File: src/rtl/inference_loader_ctrl_if.sv
// rtl/inference_loader_ctrl_if.sv - host byte stream, memory write, engine and result signals of the loader
interface inference_loader_ctrl_if;
    logic [7:0]  in_data;
    logic        in_valid;
    logic        in_ready;
    logic [14:0] mem_addr;
    logic [7:0]  mem_wdata8;
    logic [31:0] mem_wdata32;
    logic        img_we;
    logic        conv_w_we;
    logic        conv_b_we;
    logic        dense_w_we;
    logic        dense_b_we;
    logic        inf_rst;
    logic        inf_start;
    logic        inf_done;
    logic [3:0]  inf_digit;
    logic [3:0]  res_digit;
    logic        res_valid;
    logic        res_ready;
    logic        bad_hdr;
    logic        busy;

    modport master (
        input  in_data, in_valid, inf_done, inf_digit, res_ready,
        output in_ready, mem_addr, mem_wdata8, mem_wdata32,
               img_we, conv_w_we, conv_b_we, dense_w_we, dense_b_we,
               inf_rst, inf_start, res_digit, res_valid, bad_hdr, busy
    );

    modport slave (
        output in_data, in_valid, inf_done, inf_digit, res_ready,
        input  in_ready, mem_addr, mem_wdata8, mem_wdata32,
               img_we, conv_w_we, conv_b_we, dense_w_we, dense_b_we,
               inf_rst, inf_start, res_digit, res_valid, bad_hdr, busy
    );
endinterface

File: src/rtl/inference_loader_ctrl.sv
// rtl/inference_loader_ctrl.sv - framed byte loader into engine memories plus engine run sequencer
module inference_loader_ctrl #(
    parameter int IMG_BYTES     = 784,
    parameter int CONV_W_BYTES  = 36,
    parameter int CONV_B_WORDS  = 4,
    parameter int DENSE_W_BYTES = 27040,
    parameter int DENSE_B_WORDS = 10
) (
    input  logic clk,
    input  logic rst,
    inference_loader_ctrl_if.master bus
);
    typedef enum logic [2:0] {
        S_IDLE, S_PAYLOAD, S_FLUSH, S_RUN_RST, S_RUN_GO, S_RUN_WAIT, S_RESULT
    } state_t;

    typedef enum logic [2:0] {
        T_CONV_W, T_CONV_B, T_DENSE_W, T_DENSE_B, T_IMG
    } tgt_t;

    state_t      state_q, state_d;
    tgt_t        tgt_q, tgt_d;
    logic [14:0] cnt_q, cnt_d;
    logic [31:0] shift_q, shift_d;
    logic [14:0] addr_q, addr_d;
    logic [7:0]  wdata8_q, wdata8_d;
    logic [31:0] wdata32_q, wdata32_d;
    logic        img_we_q, img_we_d;
    logic        conv_w_we_q, conv_w_we_d;
    logic        conv_b_we_q, conv_b_we_d;
    logic        dense_w_we_q, dense_w_we_d;
    logic        dense_b_we_q, dense_b_we_d;
    logic        bad_hdr_q, bad_hdr_d;
    logic [3:0]  res_digit_q, res_digit_d;

    logic        in_ready;
    logic        accept;
    logic        word_tgt;
    logic [14:0] last_idx;
    logic [31:0] shifted;

    assign in_ready = (state_q == S_IDLE) || (state_q == S_PAYLOAD);
    assign accept   = bus.in_valid && in_ready;
    assign word_tgt = (tgt_q == T_CONV_B) || (tgt_q == T_DENSE_B);
    // Little-endian assembly: the newest byte enters at the top.
    assign shifted  = {bus.in_data, shift_q[31:8]};

    always_comb begin
        last_idx = 15'(IMG_BYTES - 1);
        case (tgt_q)
            T_CONV_W:  last_idx = 15'(CONV_W_BYTES - 1);
            T_CONV_B:  last_idx = 15'(CONV_B_WORDS * 4 - 1);
            T_DENSE_W: last_idx = 15'(DENSE_W_BYTES - 1);
            T_DENSE_B: last_idx = 15'(DENSE_B_WORDS * 4 - 1);
            default:   last_idx = 15'(IMG_BYTES - 1);
        endcase
    end

    always_comb begin
        state_d      = state_q;
        tgt_d        = tgt_q;
        cnt_d        = cnt_q;
        shift_d      = shift_q;
        addr_d       = addr_q;
        wdata8_d     = wdata8_q;
        wdata32_d    = wdata32_q;
        img_we_d     = 1'b0;
        conv_w_we_d  = 1'b0;
        conv_b_we_d  = 1'b0;
        dense_w_we_d = 1'b0;
        dense_b_we_d = 1'b0;
        bad_hdr_d    = 1'b0;
        res_digit_d  = res_digit_q;

        case (state_q)
            S_IDLE: begin
                if (accept) begin
                    cnt_d = '0;
                    case (bus.in_data)
                        8'h01: begin tgt_d = T_CONV_W;  state_d = S_PAYLOAD; end
                        8'h02: begin tgt_d = T_CONV_B;  state_d = S_PAYLOAD; end
                        8'h03: begin tgt_d = T_DENSE_W; state_d = S_PAYLOAD; end
                        8'h04: begin tgt_d = T_DENSE_B; state_d = S_PAYLOAD; end
                        8'h05: begin tgt_d = T_IMG;     state_d = S_PAYLOAD; end
                        8'h06: state_d = S_RUN_RST;
                        default: bad_hdr_d = 1'b1;
                    endcase
                end
            end
            S_PAYLOAD: begin
                if (accept) begin
                    cnt_d = cnt_q + 15'd1;
                    if (word_tgt) begin
                        shift_d = shifted;
                        if (cnt_q[1:0] == 2'd3) begin
                            wdata32_d    = shifted;
                            addr_d       = {2'b00, cnt_q[14:2]};
                            conv_b_we_d  = (tgt_q == T_CONV_B);
                            dense_b_we_d = (tgt_q == T_DENSE_B);
                        end
                    end else begin
                        addr_d       = cnt_q;
                        wdata8_d     = bus.in_data;
                        conv_w_we_d  = (tgt_q == T_CONV_W);
                        dense_w_we_d = (tgt_q == T_DENSE_W);
                        img_we_d     = (tgt_q == T_IMG);
                    end
                    if (cnt_q == last_idx)
                        state_d = (tgt_q == T_IMG) ? S_FLUSH : S_IDLE;
                end
            end
            // One stall cycle so the final image write lands before the engine reset.
            S_FLUSH:   state_d = S_RUN_RST;
            S_RUN_RST: state_d = S_RUN_GO;
            S_RUN_GO:  state_d = S_RUN_WAIT;
            S_RUN_WAIT: begin
                if (bus.inf_done) begin
                    res_digit_d = bus.inf_digit;
                    state_d     = S_RESULT;
                end
            end
            S_RESULT: begin
                if (bus.res_ready)
                    state_d = S_IDLE;
            end
            default: state_d = S_IDLE;
        endcase
    end

    always_ff @(posedge clk or posedge rst) begin
        if (rst) begin
            state_q      <= S_IDLE;
            tgt_q        <= T_CONV_W;
            cnt_q        <= '0;
            shift_q      <= '0;
            addr_q       <= '0;
            wdata8_q     <= '0;
            wdata32_q    <= '0;
            img_we_q     <= 1'b0;
            conv_w_we_q  <= 1'b0;
            conv_b_we_q  <= 1'b0;
            dense_w_we_q <= 1'b0;
            dense_b_we_q <= 1'b0;
            bad_hdr_q    <= 1'b0;
            res_digit_q  <= '0;
        end else begin
            state_q      <= state_d;
            tgt_q        <= tgt_d;
            cnt_q        <= cnt_d;
            shift_q      <= shift_d;
            addr_q       <= addr_d;
            wdata8_q     <= wdata8_d;
            wdata32_q    <= wdata32_d;
            img_we_q     <= img_we_d;
            conv_w_we_q  <= conv_w_we_d;
            conv_b_we_q  <= conv_b_we_d;
            dense_w_we_q <= dense_w_we_d;
            dense_b_we_q <= dense_b_we_d;
            bad_hdr_q    <= bad_hdr_d;
            res_digit_q  <= res_digit_d;
        end
    end

    assign bus.in_ready    = in_ready;
    assign bus.mem_addr    = addr_q;
    assign bus.mem_wdata8  = wdata8_q;
    assign bus.mem_wdata32 = wdata32_q;
    assign bus.img_we      = img_we_q;
    assign bus.conv_w_we   = conv_w_we_q;
    assign bus.conv_b_we   = conv_b_we_q;
    assign bus.dense_w_we  = dense_w_we_q;
    assign bus.dense_b_we  = dense_b_we_q;
    assign bus.inf_rst     = (state_q == S_RUN_RST);
    assign bus.inf_start   = (state_q == S_RUN_GO);
    assign bus.res_digit   = res_digit_q;
    assign bus.res_valid   = (state_q == S_RESULT);
    assign bus.bad_hdr     = bad_hdr_q;
    assign bus.busy        = (state_q != S_IDLE);
endmodule
File: src/flat_wrapper.sv
// flat-port wrapper written by rule: the top's interface ports become plain ports
module inference_loader_ctrl_flat 
#(
    parameter int IMG_BYTES     = 784,
    parameter int CONV_W_BYTES  = 36,
    parameter int CONV_B_WORDS  = 4,
    parameter int DENSE_W_BYTES = 27040,
    parameter int DENSE_B_WORDS = 10
)
  (clk, rst, bus_in_data, bus_in_valid, bus_inf_done, bus_inf_digit, bus_res_ready, bus_in_ready, bus_mem_addr, bus_mem_wdata8, bus_mem_wdata32, bus_img_we, bus_conv_w_we, bus_conv_b_we, bus_dense_w_we, bus_dense_b_we, bus_inf_rst, bus_inf_start, bus_res_digit, bus_res_valid, bus_bad_hdr, bus_busy);
  inference_loader_ctrl_if bus_i ();
  input  logic clk;
  input  logic rst;
  input wire logic [$bits(bus_i.in_data)-1:0] bus_in_data;
  input wire logic [$bits(bus_i.in_valid)-1:0] bus_in_valid;
  input wire logic [$bits(bus_i.inf_done)-1:0] bus_inf_done;
  input wire logic [$bits(bus_i.inf_digit)-1:0] bus_inf_digit;
  input wire logic [$bits(bus_i.res_ready)-1:0] bus_res_ready;
  output wire logic [$bits(bus_i.in_ready)-1:0] bus_in_ready;
  output wire logic [$bits(bus_i.mem_addr)-1:0] bus_mem_addr;
  output wire logic [$bits(bus_i.mem_wdata8)-1:0] bus_mem_wdata8;
  output wire logic [$bits(bus_i.mem_wdata32)-1:0] bus_mem_wdata32;
  output wire logic [$bits(bus_i.img_we)-1:0] bus_img_we;
  output wire logic [$bits(bus_i.conv_w_we)-1:0] bus_conv_w_we;
  output wire logic [$bits(bus_i.conv_b_we)-1:0] bus_conv_b_we;
  output wire logic [$bits(bus_i.dense_w_we)-1:0] bus_dense_w_we;
  output wire logic [$bits(bus_i.dense_b_we)-1:0] bus_dense_b_we;
  output wire logic [$bits(bus_i.inf_rst)-1:0] bus_inf_rst;
  output wire logic [$bits(bus_i.inf_start)-1:0] bus_inf_start;
  output wire logic [$bits(bus_i.res_digit)-1:0] bus_res_digit;
  output wire logic [$bits(bus_i.res_valid)-1:0] bus_res_valid;
  output wire logic [$bits(bus_i.bad_hdr)-1:0] bus_bad_hdr;
  output wire logic [$bits(bus_i.busy)-1:0] bus_busy;
  assign bus_i.in_data = bus_in_data;
  assign bus_i.in_valid = bus_in_valid;
  assign bus_i.inf_done = bus_inf_done;
  assign bus_i.inf_digit = bus_inf_digit;
  assign bus_i.res_ready = bus_res_ready;
  assign bus_in_ready = bus_i.in_ready;
  assign bus_mem_addr = bus_i.mem_addr;
  assign bus_mem_wdata8 = bus_i.mem_wdata8;
  assign bus_mem_wdata32 = bus_i.mem_wdata32;
  assign bus_img_we = bus_i.img_we;
  assign bus_conv_w_we = bus_i.conv_w_we;
  assign bus_conv_b_we = bus_i.conv_b_we;
  assign bus_dense_w_we = bus_i.dense_w_we;
  assign bus_dense_b_we = bus_i.dense_b_we;
  assign bus_inf_rst = bus_i.inf_rst;
  assign bus_inf_start = bus_i.inf_start;
  assign bus_res_digit = bus_i.res_digit;
  assign bus_res_valid = bus_i.res_valid;
  assign bus_bad_hdr = bus_i.bad_hdr;
  assign bus_busy = bus_i.busy;
  inference_loader_ctrl #(.IMG_BYTES(IMG_BYTES), .CONV_W_BYTES(CONV_W_BYTES), .CONV_B_WORDS(CONV_B_WORDS), .DENSE_W_BYTES(DENSE_W_BYTES), .DENSE_B_WORDS(DENSE_B_WORDS)) u_core (.clk(clk), .rst(rst), .bus(bus_i));
endmodule
File: config.mk
export PLATFORM = sky130hd
export DESIGN_NAME = inference_loader_ctrl_flat
export DESIGN_NICKNAME = d
export VERILOG_FILES = /design/src/rtl/inference_loader_ctrl_if.sv /design/src/rtl/inference_loader_ctrl.sv /design/src/flat_wrapper.sv
export SDC_FILE = /design/constraint.sdc
export NUM_CORES = 1
export LEC_CHECK = 0
export BUFFER_PORTS_ARGS = -buffer_cell sky130_fd_sc_hd__buf_2
export CAP_MARGIN = 15
export CORE_ASPECT_RATIO = 1.4
export CORE_MARGIN = 4
export CORE_UTILIZATION = 50
export DETAILED_ROUTE_END_ITERATION = 8
export GPL_ROUTABILITY_DRIVEN = 0
export PLACE_DENSITY = 0.78
export SYNTH_ARGS = -nofsm -noshare
export SYNTH_HDL_FRONTEND = slang
export SYNTH_SLANG_ARGS = --single-unit
File: constraint.sdc
create_clock -name clk -period 3.9 [get_ports clk]
set_input_delay 0.78 -clock clk [delete_from_list [all_inputs] [get_ports clk]]
set_output_delay 0.78 -clock clk [all_outputs]
set_load 0.02 [all_outputs]
==> summary.txt <==
fin cells = 600
I/O Buffers = 86
worst-margin pin slew = 0.806 ns
compound-cell area share of the yosys netlist = 7.51%
final hold viol count = 0
Syn Inst Count = 409
worst r2r dst = u_core.bus.mem_wdata32[25]
adder-cell share of the synthesized area = 0.259%
CTS resizes = 0
starting DRC count in detailed routing = 127
Worst Path Required = 3.12 ns
Via density = 5.49
Hold Crit Endpoint = u_core.bus.mem_wdata32[0]
syn avg cell area = 11.8 um2
largest net degree at the start of global routing = 70
Slew HR = 46.2%
TritonRoute pass-1 iters = 4
largest family of logic cells by synthesized area = multiplexers
Post-Synth XOR/XNOR Area = 2.18%
core area = 0.00946 mm2
Worst VDD drop = 330 uV
R2R Path Start = u_core.tgt_q[2]
num rows = 42
mux contribution to synthesized area = 15.8%
TritonCTS Sinks = 110
final period utilization = 65.5%
Startpoint Class = flop
post-synthesis simple-gate area fraction = 14.2%
top cells by area, synth = dfrtp_1 57%, mux2_2 13%, nand2_1 3.7%
number of H-tree levels = 3
Ports = 87
post-synth cell types = 56
Clock Path Buffers = 2
status = finished clean
WL/cell = 16.6 um
r2r setup slk = 1.39 ns
post-layout util = 59.4%
area added between synthesis and finish = 16.3%
Die X = 91.1 um
Hold Buf Count CTS = 0
Setup CP Type = reg -> out
nature of the critical path endpoint = primary output
P per Cell Area = 565 mW/mm2
Arr. time, crit path = 1.78 ns
worst skew pair latency = 0.35 ns
hold depth = 1
Post-synth EDFFs = 0
# DRC = 0
Post-synth top flop = dfrtp_1
Worst-path clk slew = 0.07 ns
power consumption = 3170 uW
clock skew = 0.00876 ns
Overflow after GRT = 0
first-pass GRT wire length = 16400 um
Pins Over Slew Limit = 0
max_cap viols = 0
setup violators final = 0
fin nets = 503
Hold WC Path Type = reg -> reg
Root Driver = clkbuf_16
cell taking the most area after synthesis = dfrtp_1
vias in the first global route = 3235
yosys warns = 0
Final ANT Viol Nets = 0
top-area cell type share of the netlist area = 57.0%
Final min period = 2.56 ns
placed cell count = 584
synthesized area = 0.00483 mm2
initial antenna violation count = 0
#FFs+latches synth = 110
CTS tree = built
total global-route track usage = 18.1%
maximum fanout along the worst path = 18
Initial Util = 51.1%
area of the die = 0.0113 mm2
Worst R2R Path Depth = 3
Die Y = 124 um
via count = 3293
Post-synth ARST share = 100%
Total Routed Length = 9970 um
Hold Crit Start = u_core.shift_q[8]
RSZ-0062 raised after global routing = false
ratio of cells with drive above 1 in the final layout = 35.3%
post-synthesis sequential area ratio = 57.0%
ANT cells = 0
total CTS buffers = 9
worst hold slack = 0.486 ns
leakage power = 0.00297 uW
Syn Nets = 427
Fin Setup TNS = 0 ns
setup bufs post-CTS = 0
hpwl dp = 7090 um
Peak Freq = 0.391 GHz
worst max-delay path by stage:
stage	start	to	slack, ns	cells after the start
after floorplan	rst	u_core.bus.bad_hdr	0.22	1
after CTS	u_core.state_q[0]	bus_res_valid	1.33	4
final	u_core.state_q[0]	bus_res_valid	1.34	4
after global routing	u_core.tgt_q[2]	u_core.bus.mem_wdata32[25]	1.24	3
after global placement	bus_in_valid	u_core.bus.mem_wdata32[0]	1.32	4
after detailed placement	bus_in_valid	u_core.bus.mem_wdata32[25]	1.28	4
power breakdown:
| part | total, uW | internal, uW | leakage, uW | switching (uW) |
|---|---|---|---|---|
| combinational | 763 | 294 | 0.00135 | 469 |
| clock | 913 | 503 | 0.000143 | 411 |
| sequential | 1500 | 1310 | 0.00148 | 190 |
cell type report:
cell class                 count  area, um2
fill                         757       3840
multi-input combinational    267       1940
inverter                       6       25.0
clock inverter                 6       68.8
tap                          110        138
clock buffer                  10        229
sequential                   110       2750
timing repair buffer          91        468
sequential cells by signal, indices dropped and copies added (netlist names):
signal / count
u_core.bus.img_we: 1
u_core.bus.mem_addr: 15
u_core.bus.bad_hdr: 1
u_core.bus.conv_w_we: 1
u_core.bus.res_digit: 4
u_core.bus.mem_wdata8: 8
u_core.tgt_q: 3
u_core.shift_q: 24
u_core.bus.mem_wdata32: 32
u_core.cnt_q: 15
u_core.bus.conv_b_we: 1
u_core.state_q: 3
u_core.bus.dense_w_we: 1
u_core.bus.dense_b_we: 1
metal layers:
layer | wire (um) | up-vias | GRT usage, %
met1 | 4080 | 1626 | 21.6
met3 | 359 | 11 | 4.05
met4 | 138 | 0 | 5.06
li1 | - | 1583 | -
met2 | 5390 | 73 | 32.5
met5 | 0 | - | 0
placed cells by master, fill, tap and decap left out, drive strengths merged, types with 2 or more instances in the layout:
cell type	synthesis	routed
dfrtp	110	110
buf	14	91
mux2	58	58
nand2	47	47
nor2	25	25
o21ai	21	21
mux2i	11	11
a21oi	10	10
clkbuf	12	10
xor2	8	8
inv	6	8
nor3	7	7
and3	7	7
nand4	7	7
nor2b	5	5
nand3	5	5
nand2b	4	4
xnor2	4	4
a31oi	4	4
nor3b	4	4
and2	3	3
a22o	3	3
or3	3	3
o22ai	2	2
nor4	2	2
o311a	2	2
or3b	2	2
a21o	2	2
or4	2	2
nor4b	2	2
clkinv	0	2
logic make-up after synthesis:
group                    after synthesis
flip-flops                           110
AND/OR/NAND/NOR                      130
XOR/XNOR                              12
buffers and inverters                 32
AO/OA/AOI/OAI                         55
adder cells (fa/ha/maj)                1
multiplexers                          69
critical path: stages, from the launching register on:
cell and delay, ns:
dfrtp_1 0.62, nand2b_1 0.29, or2_2 0.32, inv_1 0.06
buf_2 0.15
stage by stage:
| stage | setup slack, ns | area, um2 |
|---|---|---|
| floorplan | 0.218 | 4830 |
| detailed placement | 1.28 | 5320 |
| finish | 1.34 | 5620 |
| CTS | 1.33 | 5620 |
| global placement | 1.32 | 5320 |
| global route | 1.24 | 5620 |
synthesized netlist by cell type (all sizes together), types with 3 or more instances:
cell    number
a21oi       10
a22o         3
a31oi        4
and2         3
and3         7
buf         14
clkbuf      12
dfrtp      110
inv          6
mux2        58
mux2i       11
nand2       47
nand2b       4
nand3        5
nand4        7
nor2        25
nor2b        5
nor3         7
nor3b        4
o21ai       21
or3          3
xnor2        4
xor2         8
(Power assumes the default switching activity.)
